[src/rtl/vco_drive_filter_pkg.sv]
// Types shared by the DPLL integrator, the FCW smoothing filter and the NCO.
package vco_drive_filter_pkg;

  localparam int FCW_W = 32;

  typedef logic [FCW_W-1:0] fcw_t;

endpackage : vco_drive_filter_pkg

[src/rtl/vco_drive_filter.sv]
// Exponential moving average on the NCO frequency control word.
// The accumulator keeps pAlpha fractional bits, so a constant input settles exactly.
module vco_drive_filter
  import vco_drive_filter_pkg::*;
#(
  parameter fcw_t pDefaultValue = 32'h3555_5555,
  parameter int   pAlpha        = 1
) (
  input  logic             Clk,
  input  logic             Rst,
  input  logic             CE,
  input  logic [FCW_W-1:0] In,
  output logic [FCW_W-1:0] Out
);

  localparam int ACC_W = FCW_W + pAlpha;

  if (pAlpha < 0 || pAlpha > 16) begin : gBadAlpha
    $error("vco_drive_filter: pAlpha must be within 0..16");
  end

  logic [ACC_W-1:0] acc;
  logic [ACC_W-1:0] nextAcc;

  // acc - (acc >> pAlpha) never exceeds the headroom left for one more sample
  assign nextAcc = acc - (acc >> pAlpha) + ACC_W'(In);

  always_ff @(posedge Clk) begin
    if (Rst) begin
      acc <= ACC_W'(pDefaultValue) << pAlpha;
    end else if (CE) begin
      acc <= nextAcc;
    end
  end

  assign Out = acc[ACC_W-1:pAlpha];

endmodule : vco_drive_filter

[config.mk]
export PLATFORM = sky130hd
export DESIGN_NAME = vco_drive_filter
export DESIGN_NICKNAME = d
export VERILOG_FILES = /design/src/rtl/vco_drive_filter_pkg.sv /design/src/rtl/vco_drive_filter.sv
export SDC_FILE = /design/constraint.sdc
export NUM_CORES = 1
export LEC_CHECK = 0
export ABC_AREA = 1
export BUFFER_PORTS_ARGS = -buffer_cell sky130_fd_sc_hd__buf_2
export CAP_MARGIN = 15
export CELL_PAD_IN_SITES_DETAIL_PLACEMENT = 0
export CELL_PAD_IN_SITES_GLOBAL_PLACEMENT = 1
export CORE_MARGIN = 3
export CORE_UTILIZATION = 44
export CTS_CLUSTER_DIAMETER = 30
export DETAILED_ROUTE_END_ITERATION = 12
export PLACE_DENSITY = 0.92
export RECOVER_POWER = 25
export SLEW_MARGIN = 20
export SYNTH_ARGS = -nofsm -noshare
export SYNTH_HDL_FRONTEND = slang
export SYNTH_SLANG_ARGS = --single-unit
[constraint.sdc]
create_clock -name Clk -period 3.9 [get_ports Clk]
set_clock_uncertainty 0.05 [all_clocks]
set_input_delay 0.585 -clock Clk [delete_from_list [all_inputs] [get_ports Clk]]
set_output_delay 0.585 -clock Clk [all_outputs]
set_load 0.005 [all_outputs]
==> impl_metrics.py, run 1 <==
metrics = {
    "worst_setup_path": {
        "slowest_delay_ns": 0.52,
        "crit_path_top_delay_cell": "fa_1",
        "critical_path.cell_chain": "inv_1 > fa_1 > inv_1 > ha_1 > nand2_1 > nand2_1 > nand2_1 > nand2_1 > nand2_1 > nand2_1 > a21oi_1 > nand3b_1 > nand3_1 > nand2_1",
        "worst-endpoint-arrival_ns": 2.90,
        "startpoint_type": "flip-flop",
        "critPathMaxFanout": 4,
        "path_class": "flip-flop to flip-flop",
        "cp_common_cell": "nand2_1",
        "worstPathRequired_ns": 4.03,
        "flop2flop_setup_slack_ns": 1.13,
        "endpoint_kind": "flip-flop",
    },
    "detailed_routing": {
        "routed_wirelength_um": 11900,
        "detailroute.via_count": 4524,
        "post-route-drc-count": 0,
        "dr.first_iter.drc_count": 157,
        "final_antenna_net_count": 0,
        "detail_routed_net_length_per_standard_cell_um": 11.9,
        "first_pass_iters": 5,
        "avgViaCountPerCell": 4.53,
    },
    "global_route": {
        "grt_usage_pct": 19.9,
        "wire_length_of_the_first_global_routing_pass_um": 20700,
        "grt_antenna_before_repair": 0,
        "grt_max_degree": 38,
        "first_global_vias": 4355,
        "grt_overflow": 0,
    },
    "cells_and_area": {
        "flow.area_growth_from_synthesis_pct": 7.16,
        "layout_commonest_cell": "inv_1",
        "layout.nets": 958,
        "drive_above_1_share_pct": 13.4,
        "final_cell_mix": "inv_1, nand2_1, buf_2",
        "flip_flop_count_of_the_largest_register_all_copies_and_words_added": 33,
        "fill_cells": 1235,
        "antennaDiodeCount": 0,
        "largest-register": "acc",
        "reg.largest.list": "acc: 33 flops",
    },
    "timing": {
        "tns_ns": 0,
        "post-route-min-period_ns": 2.77,
        "unrepaired_setup_endpoints_after_global_routing": "false",
        "fmax_mhz": 361,
        "post_route_fraction_of_the_period_consumed_by_the_critical_path_pct": 71.0,
        "timing_worst_slew_pin_value_ns": 0.680,
        "setup_viol": 0,
        "drv_slew": 0,
        "max-slew-margin-rel_pct": 54.6,
        "hold_violations_final": 0,
    },
    "synthesis": {
        "syn_inst": 827,
        "yosys.cell_types.count": 34,
        "synth_nets": 927,
        "yosys_warnings": 0,
        "ys_seq_area_share_pct": 13.3,
        "number_of_synthesized_flops_with_an_enable_pin": 0,
        "synth_area_per_cell_um2": 6.00,
        "netlist.area_leader.share_pct": 18.1,
        "asyncSetResetFlopFracSynth_pct": 0,
        "post_synth_instance_area_um2": 4960,
        "dominant_register_cell_in_the_synthesized_netlist": "dfxtp_1",
        "synth-seq-cells": 33,
        "synth.area.top_cells": "inv_1, nand2_1, dfxtp_1",
        "synth_largest_area_cell": "inv_1",
    },
    "clock_tree": {
        "max-clock-path-buffers": 2,
        "cts_post_setup_buffers_inserted": 0,
        "clock_insertion_delay_worst_skew_ns": 0.29,
        "worst_setup_hold_path_clk_slew_ns": 0.06,
        "cts_resized": 0,
        "cts-buffers-inserted": 5,
        "hold_buffers": 0,
        "cts.htree.levels": 2,
        "root_buffer": "clkbuf_16",
        "clock_sinks": 33,
        "tritoncts_clock_tree": "done",
    },
    "placement": {
        "port_buffers": 66,
        "hpwlAfterDp_um": 9620,
        "gp_weighted_congestion": 0.879,
    },
    "floorplanning": {
        "dieArea_um2": 12600,
        "io_count": 67,
        "start_util_pct": 45.4,
        "die_height_um": 112,
        "floorplan.rows": 38,
        "placeableCoreArea_um2": 10900,
        "dieWidth_um": 112,
    },
    "hold_path": {
        "hold_class": "flip-flop to flip-flop",
    },
    "job": {
        "cap_violations": 0,
    },
    "status": {
        "run_status": "completed",
    },
}
through the flow:
stage / hold slack (ns) / cells / setup WS [ns] / utilization (%) / instance area, um2
4_1_cts: 0.419 / 999 / 1.19 / 48.6 / 5320
5_1_grt: 0.451 / 999 / 0.942 / 48.6 / 5320
2_1_floorplan: 0.387 / 827 / 1.33 / - / 4960
6_report: 0.414 / 999 / 1.13 / 48.6 / 5320
3_5_place_dp: 0.412 / 991 / 0.906 / 47.4 / 5180
3_3_place_gp: 0.403 / 991 / 0.895 / 47.4 / 5180
worst paths after layout:
path / start / endpoint / cells past startpoint
min: acc[0]$_SDFFE_PP0P_ / acc[0]$_SDFFE_PP0P_ / 2
max reg2reg: acc[14]$_SDFFE_PP0P_ / acc[29]$_SDFFE_PP1P_ / 14
max: acc[14]$_SDFFE_PP0P_ / acc[29]$_SDFFE_PP1P_ / 14
min reg2reg: acc[0]$_SDFFE_PP0P_ / acc[0]$_SDFFE_PP0P_ / 2
Yosys cell counts (8+ instances only):
library cell	number
xor2_1	8
fa_1	32
ha_1	33
nand3_1	44
nand2_1	222
nand2_2	20
a21oi_1	49
buf_4	33
inv_1	239
nor2_1	41
dfxtp_1	33
o21ai_0	13
routing by layer:
layer	part of all wire [%]	routed length [um]	GRT usage (%)	vias to the layer above
met5	0	0	0	-
met4	1.1	131	4.17	0
met3	4.0	477	2.16	7
met2	42	4980	31.0	89
met1	53	6260	29.9	1977
li1	-	-	-	2451
cell families after synthesis:
| logic type | share of synthesized area, % |
|---|---|
| buffers and inverters | 24.3 |
| AND/OR/NAND/NOR | 31.3 |
| adder cells (fa/ha/maj) | 21.2 |
| flip-flops | 13.3 |
| XOR/XNOR | 1.59 |
| AO/OA/AOI/OAI | 8.20 |
final cells by class:
cell class / count / area [um2] / area share (%)
clock buffers: 8 / 136 / 2.57
repair buffers: 66 / 327 / 6.14
inverters: 246 / 923 / 17.4
well taps: 140 / 175 / 3.29
multi-input cells: 506 / 3090 / 58.2
flip-flops and latches: 33 / 661 / 12.4
worst max-delay path: cells and delay by family, from the launching register on:
kind	cells	cell delay, ns
adder cells (fa/ha/maj)	2	0.89
AND/OR/NAND/NOR	9	0.80
AO/OA/AOI/OAI	1	0.31
buffers and inverters	2	0.15
flip-flops	1	0.44
Power of run 1 is left out: the tool's default activity adds up to more than one toggle a clock period on the data nets, which glitch-free logic cannot reach.
==> run 2: changes to the inputs <==
--- a/config.mk
+++ b/config.mk
@@ -11,10 +11,10 @@
 export CELL_PAD_IN_SITES_DETAIL_PLACEMENT = 0
 export CELL_PAD_IN_SITES_GLOBAL_PLACEMENT = 1
 export CORE_MARGIN = 3
-export CORE_UTILIZATION = 44
+export CORE_UTILIZATION = 41
 export CTS_CLUSTER_DIAMETER = 30
 export DETAILED_ROUTE_END_ITERATION = 12
-export PLACE_DENSITY = 0.92
+export PLACE_DENSITY = 0.87
 export RECOVER_POWER = 25
 export SLEW_MARGIN = 20
 export SYNTH_ARGS = -nofsm -noshare
==> constraint.sdc (replaced) <==
create_clock -name Clk -period 2.6 [get_ports Clk]
set_clock_uncertainty 0.05 [all_clocks]
set_input_delay 0.39 -clock Clk [delete_from_list [all_inputs] [get_ports Clk]]
set_output_delay 0.39 -clock Clk [all_outputs]
set_load 0.005 [all_outputs]
==> impl_metrics.py, run 2 (same netlist as run 1, synthesis figures left out) <==
metrics = {
    "cells_and_area": {
        "final_cell_mix": "inv_1, nand2_1, buf_2",
        "flow.area_growth_from_synthesis_pct": 23.8,
        "layout.area.seq_um2": 679,
        "drive_above_1_share_pct": 26.3,
        "fill_cells": 1217,
        "multiInputGateArea_um2": 3440,
        "final-instance-count-excl-fill": 1062,
        "antennaDiodeCount": 0,
        "reg.largest.list": "acc: 33 flops",
        "layout.nets": 1018,
        "layout_commonest_cell": "inv_1",
        "final_cell_area_um2": 6140,
        "flip_flop_count_of_the_largest_register_all_copies_and_words_added": 33,
        "largest-register": "acc",
    },
    "clock_tree": {
        "clock_sinks": 33,
        "cts-buffers-inserted": 5,
        "cts.htree.levels": 2,
        "clock_insertion_delay_worst_skew_ns": 0.29,
        "tritoncts_clock_tree": "done",
        "max-clock-path-buffers": 2,
        "worst_setup_hold_path_clk_slew_ns": 0.06,
        "root_buffer": "clkbuf_16",
    },
    "placement": {
        "place_area_um2": 5620,
        "dp_worst_setup_slack_ns": -0.161,
        "hpwlAfterDp_um": 10200,
        "placedCellCount": 1051,
        "port_buffers": 66,
        "gp_weighted_congestion": 0.957,
    },
    "worst_setup_path": {
        "flop2flop_setup_slack_ns": 0.07,
        "worst-endpoint-arrival_ns": 2.67,
        "slowest_delay_ns": 0.51,
        "cp_common_cell": "nand2_1",
        "critical_path.cell_chain": "inv_1 > fa_1 > inv_2 > fa_2 > buf_4 > nand2_1 > nand2_1 > nand3_2 > nand2_2 > nand2_2 > nand2_4 > nand2_2 > nand2_1 > nand2_1 > nand3_1 > nand2_1 > inv_1",
        "critical_path_buf_inv_count": 4,
        "family_with_the_most_delay_on_the_worst_path": "adder cells",
        "startpoint_type": "flip-flop",
        "crit_path_top_delay_cell": "fa_1",
        "worstPathRequired_ns": 2.74,
        "path_class": "flip-flop to flip-flop",
        "endpoint_kind": "flip-flop",
        "critPathMaxFanout": 3,
    },
    "detailed_routing": {
        "routed_wirelength_um": 12700,
        "avgViaCountPerCell": 4.53,
        "first_pass_iters": 5,
        "dr.first_iter.drc_count": 321,
        "detailroute.via_count": 4810,
        "detail_routed_net_length_per_standard_cell_um": 12.0,
        "post-route-drc-count": 0,
        "final_antenna_net_count": 0,
    },
    "floorplanning": {
        "placeableCoreArea_um2": 11600,
        "dieArea_um2": 13500,
        "floorplan.rows": 39,
        "start_util_pct": 42.7,
        "dieWidth_um": 116,
        "io_count": 67,
        "die_height_um": 116,
    },
    "timing": {
        "drv_slew": 0,
        "hold_violations_final": 0,
        "fmax_mhz": 395,
        "unrepaired_setup_endpoints_after_global_routing": "true",
        "post-route-min-period_ns": 2.53,
        "tns_ns": 0,
        "max-slew-margin-rel_pct": 55.4,
        "post_route_fraction_of_the_period_consumed_by_the_critical_path_pct": 97.4,
        "timing_worst_slew_pin_value_ns": 0.669,
        "setup_viol": 0,
        "final_critical_path_setup_slack_ns": 0.0677,
    },
    "job": {
        "cap_violations": 0,
    },
    "global_route": {
        "wire_length_of_the_first_global_routing_pass_um": 20500,
        "first_global_vias": 4362,
        "grt_max_degree": 38,
        "grt_overflow": 0,
        "grt_antenna_before_repair": 0,
        "grt_usage_pct": 19.0,
    },
    "hold_path": {
        "hold_class": "flip-flop to flip-flop",
    },
    "status": {
        "run_status": "completed",
    },
}
-- run 2: changes by cell type in the layout (fill, tap and decap cells not counted), sizes merged --
cell	change
clkbuf	-5
clkinv	+2
buf	+63
-- run 2: worst register-to-register path, delay by kind of cell, from the launching register on --
kind | cells | cell delay [ns]
buffers and inverters | 4 | 0.31
adders and majority gates | 2 | 0.89
and+or+nand+nor | 11 | 0.81
DFF | 1 | 0.35
-- run 2: final timing paths --
path / start / end / cells past startpoint
worst max-delay path: acc[1]$_SDFFE_PP1P_ / acc[24]$_SDFFE_PP0P_ / 17
worst min-delay path: acc[0]$_SDFFE_PP0P_ / acc[0]$_SDFFE_PP0P_ / 2
worst max register to register: acc[1]$_SDFFE_PP1P_ / acc[24]$_SDFFE_PP0P_ / 17
worst min register to register: acc[0]$_SDFFE_PP0P_ / acc[0]$_SDFFE_PP0P_ / 2
-- run 2: layer usage --
| layer | GRT usage (%) | share of wire [%] | wire, um |
|---|---|---|---|
| met1 | 28.9 | 53 | 6730 |
| met2 | 29.1 | 43 | 5430 |
| met3 | 1.98 | 3.5 | 448 |
| met4 | 4.02 | 0.82 | 104 |
| met5 | 0 | 0 | 0 |
-- run 2: layout make-up --
class	instances	share of cell area (%)
Sequential cell	33	11.1
Clock inverter	2	0.163
Inverter	246	15.0
Tap cell	143	2.91
Multi-Input combinational cell	506	56.0
Clock buffer	6	2.10
Timing Repair Buffer	126	12.7
-- run 2: what timing repair did --
action | in CTS | in global routing
gates resized for setup | 3 | 80
pin swaps | 1 | 10
hold buffers | 0 | 0
buffers inserted | 0 | 3
setup endpoints to repair | 2 | 24
-- run 2: stage by stage --
step / hold WS, ns / util [%]
3_3_place_gp: 0.403 / 48.4
3_5_place_dp: 0.430 / 48.4
4_1_cts: 0.439 / 49.6
2_1_floorplan: 0.387 / -
6_report: 0.437 / 52.9
5_1_grt: 0.466 / 52.9
Power of run 2 is left out for the same reason.
==> run 3: changes to the inputs <==
--- a/config.mk
+++ b/config.mk
@@ -10,6 +10,7 @@
 export CAP_MARGIN = 15
 export CELL_PAD_IN_SITES_DETAIL_PLACEMENT = 0
 export CELL_PAD_IN_SITES_GLOBAL_PLACEMENT = 1
+export CORE_ASPECT_RATIO = 2
 export CORE_MARGIN = 3
 export CORE_UTILIZATION = 41
 export CTS_CLUSTER_DIAMETER = 30
==> impl_metrics.py, run 3 (same netlist as run 1, synthesis figures left out) <==
metrics = {
    "worst_setup_path": {
        "endpoint_kind": "flip-flop",
        "flop2flop_setup_slack_ns": 0.11,
        "worst-endpoint-arrival_ns": 2.61,
        "worstPathRequired_ns": 2.72,
        "worst_r2r_startpoint": "acc[2]$_SDFFE_PP0P_",
        "startpoint_type": "flip-flop",
        "worstRegToRegCells": 14,
        "critPathMaxFanout": 4,
        "path_class": "flip-flop to flip-flop",
        "worstReg2RegEnd": "acc[14]$_SDFFE_PP0P_",
    },
    "cells_and_area": {
        "final-instance-count-excl-fill": 1088,
        "final_cell_area_um2": 6430,
        "largest-register": "acc",
        "drive_above_1_share_pct": 30.2,
        "layout_commonest_cell": "inv_1",
        "antennaDiodeCount": 0,
        "layout.area.seq_um2": 676,
        "final_cell_mix": "inv_1, nand2_1, buf_4",
        "reg.largest.list": "acc: 33 flops",
        "flip_flop_count_of_the_largest_register_all_copies_and_words_added": 33,
        "multiInputGateArea_um2": 3510,
        "layout.nets": 1042,
        "fill_cells": 1284,
        "flow.area_growth_from_synthesis_pct": 29.7,
    },
    "global_route": {
        "wire_length_of_the_first_global_routing_pass_um": 23500,
        "grt_antenna_before_repair": 0,
        "grt_usage_pct": 22.1,
        "grt_max_degree": 30,
        "first_global_vias": 5056,
        "grt_overflow": 0,
    },
    "detailed_routing": {
        "first_pass_iters": 4,
        "final_antenna_net_count": 0,
        "detail_routed_net_length_per_standard_cell_um": 13.6,
        "routed_wirelength_um": 14800,
        "dr.first_iter.drc_count": 178,
        "avgViaCountPerCell": 4.62,
        "detailroute.via_count": 5028,
        "post-route-drc-count": 0,
    },
    "clock_tree": {
        "max-clock-path-buffers": 2,
        "tritoncts_clock_tree": "done",
        "root_buffer": "clkbuf_16",
        "clock_sinks": 33,
        "clock_insertion_delay_worst_skew_ns": 0.29,
        "worst_setup_hold_path_clk_slew_ns": 0.06,
        "cts-buffers-inserted": 5,
        "cts.htree.levels": 2,
    },
    "timing": {
        "hold-worst-slack_ns": 0.413,
        "timing_worst_slew_pin_value_ns": 0.554,
        "unrepaired_setup_endpoints_after_global_routing": "true",
        "fmax_mhz": 402,
        "drv_slew": 0,
        "max-slew-margin-rel_pct": 63.0,
        "setup_viol": 0,
        "post_route_fraction_of_the_period_consumed_by_the_critical_path_pct": 95.7,
        "hold_violations_final": 0,
        "post-route-min-period_ns": 2.49,
    },
    "hold_path": {
        "worst_hold_path.num_cells": 2,
        "hold_class": "flip-flop to flip-flop",
        "holdPathEnd": "acc[0]$_SDFFE_PP0P_",
        "holdCritStartpoint": "acc[0]$_SDFFE_PP0P_",
    },
    "floorplanning": {
        "io_count": 67,
        "dieArea_um2": 13500,
        "floorplan.rows": 56,
        "die_height_um": 162,
        "placeableCoreArea_um2": 11800,
        "start_util_pct": 42.1,
        "dieWidth_um": 83.8,
    },
    "placement": {
        "gp_weighted_congestion": 0.933,
        "place_area_um2": 5780,
        "hpwlAfterDp_um": 12300,
        "port_buffers": 66,
        "placedCellCount": 1074,
    },
    "status": {
        "run_status": "completed",
    },
    "job": {
        "cap_violations": 0,
    },
}
==> run 3: cell types whose count changed in the layout (fill, tap and decap cells not counted), sizes merged <==
| cell | delta |
|---|---|
| buf | +23 |
| clkbuf | +2 |
| clkinv | -2 |
| bufinv | +1 |
==> run 3: how the worst max path moves through the flow <==
stage / slack [ns] / endpoint / startpoint / depth (start not counted)
6_report: 0.11 / acc[14]$_SDFFE_PP0P_ / acc[2]$_SDFFE_PP0P_ / 14
4_1_cts: 0.006 / acc[22]$_SDFFE_PP0P_ / acc[7]$_SDFFE_PP1P_ / 16
3_5_place_dp: -0.15 / acc[22]$_SDFFE_PP0P_ / In[1] / 17
5_1_grt: -0.01 / acc[27]$_SDFFE_PP1P_ / acc[5]$_SDFFE_PP1P_ / 15
2_1_floorplan: 0.22 / acc[22]$_SDFFE_PP0P_ / In[1] / 16
3_3_place_gp: -0.15 / acc[22]$_SDFFE_PP0P_ / In[1] / 17
==> run 3: area by class of cell <==
type / count / share of cell area (%)
Tap cell: 145 / 2.82
Timing Repair Buffer: 150 / 15.1
Clock buffer: 7 / 2.22
Multi-Input combinational cell: 506 / 54.5
Inverter: 246 / 14.4
Sequential cell: 33 / 10.5
Clock inverter: 1 / 0.467
==> run 3: per-stage QoR <==
stage                     setup TNS, ns  util, %  setup WS (ns)
after global routing            -0.0351     54.6        -0.0134
after floorplan                       0        -          0.221
final                                 0     54.6          0.112
after CTS                             0     50.6        0.00636
after global placement           -0.865     49.1         -0.149
after detailed placement          -1.01     49.1         -0.153
==> run 3: metal layers <==
layer	track usage (%)	up-vias	wire, um
met4	10.5	0	716
met3	1.63	35	259
li1	-	2614	-
met2	47.5	78	8950
met1	19.5	2301	4920
met5	0	-	0
==> run 3: what timing repair did <==
item / CTS / global route
gates resized for setup: 2 / 99
pin swaps: 0 / 12
hold buffers: 0 / 0
endpoints found under the setup margin: 2 / 27
setup buffers: 0 / 6
gates cloned: 0 / 0
==> run 3: critical path: stages, from the launching register on <==
cell,delay [ns]
dfxtp_2,0.32
buf_4,0.13
fa_1,0.47
inv_1,0.07
fa_2,0.38
nand3_2,0.09
nand3_2,0.09
nand2_1,0.07
nand2_1,0.08
nand2_1,0.08
nand2_2,0.11
buf_12,0.15
xnor2_1,0.13
buf_4,0.12
a21oi_1,0.04
Power of run 3 is left out for the same reason.
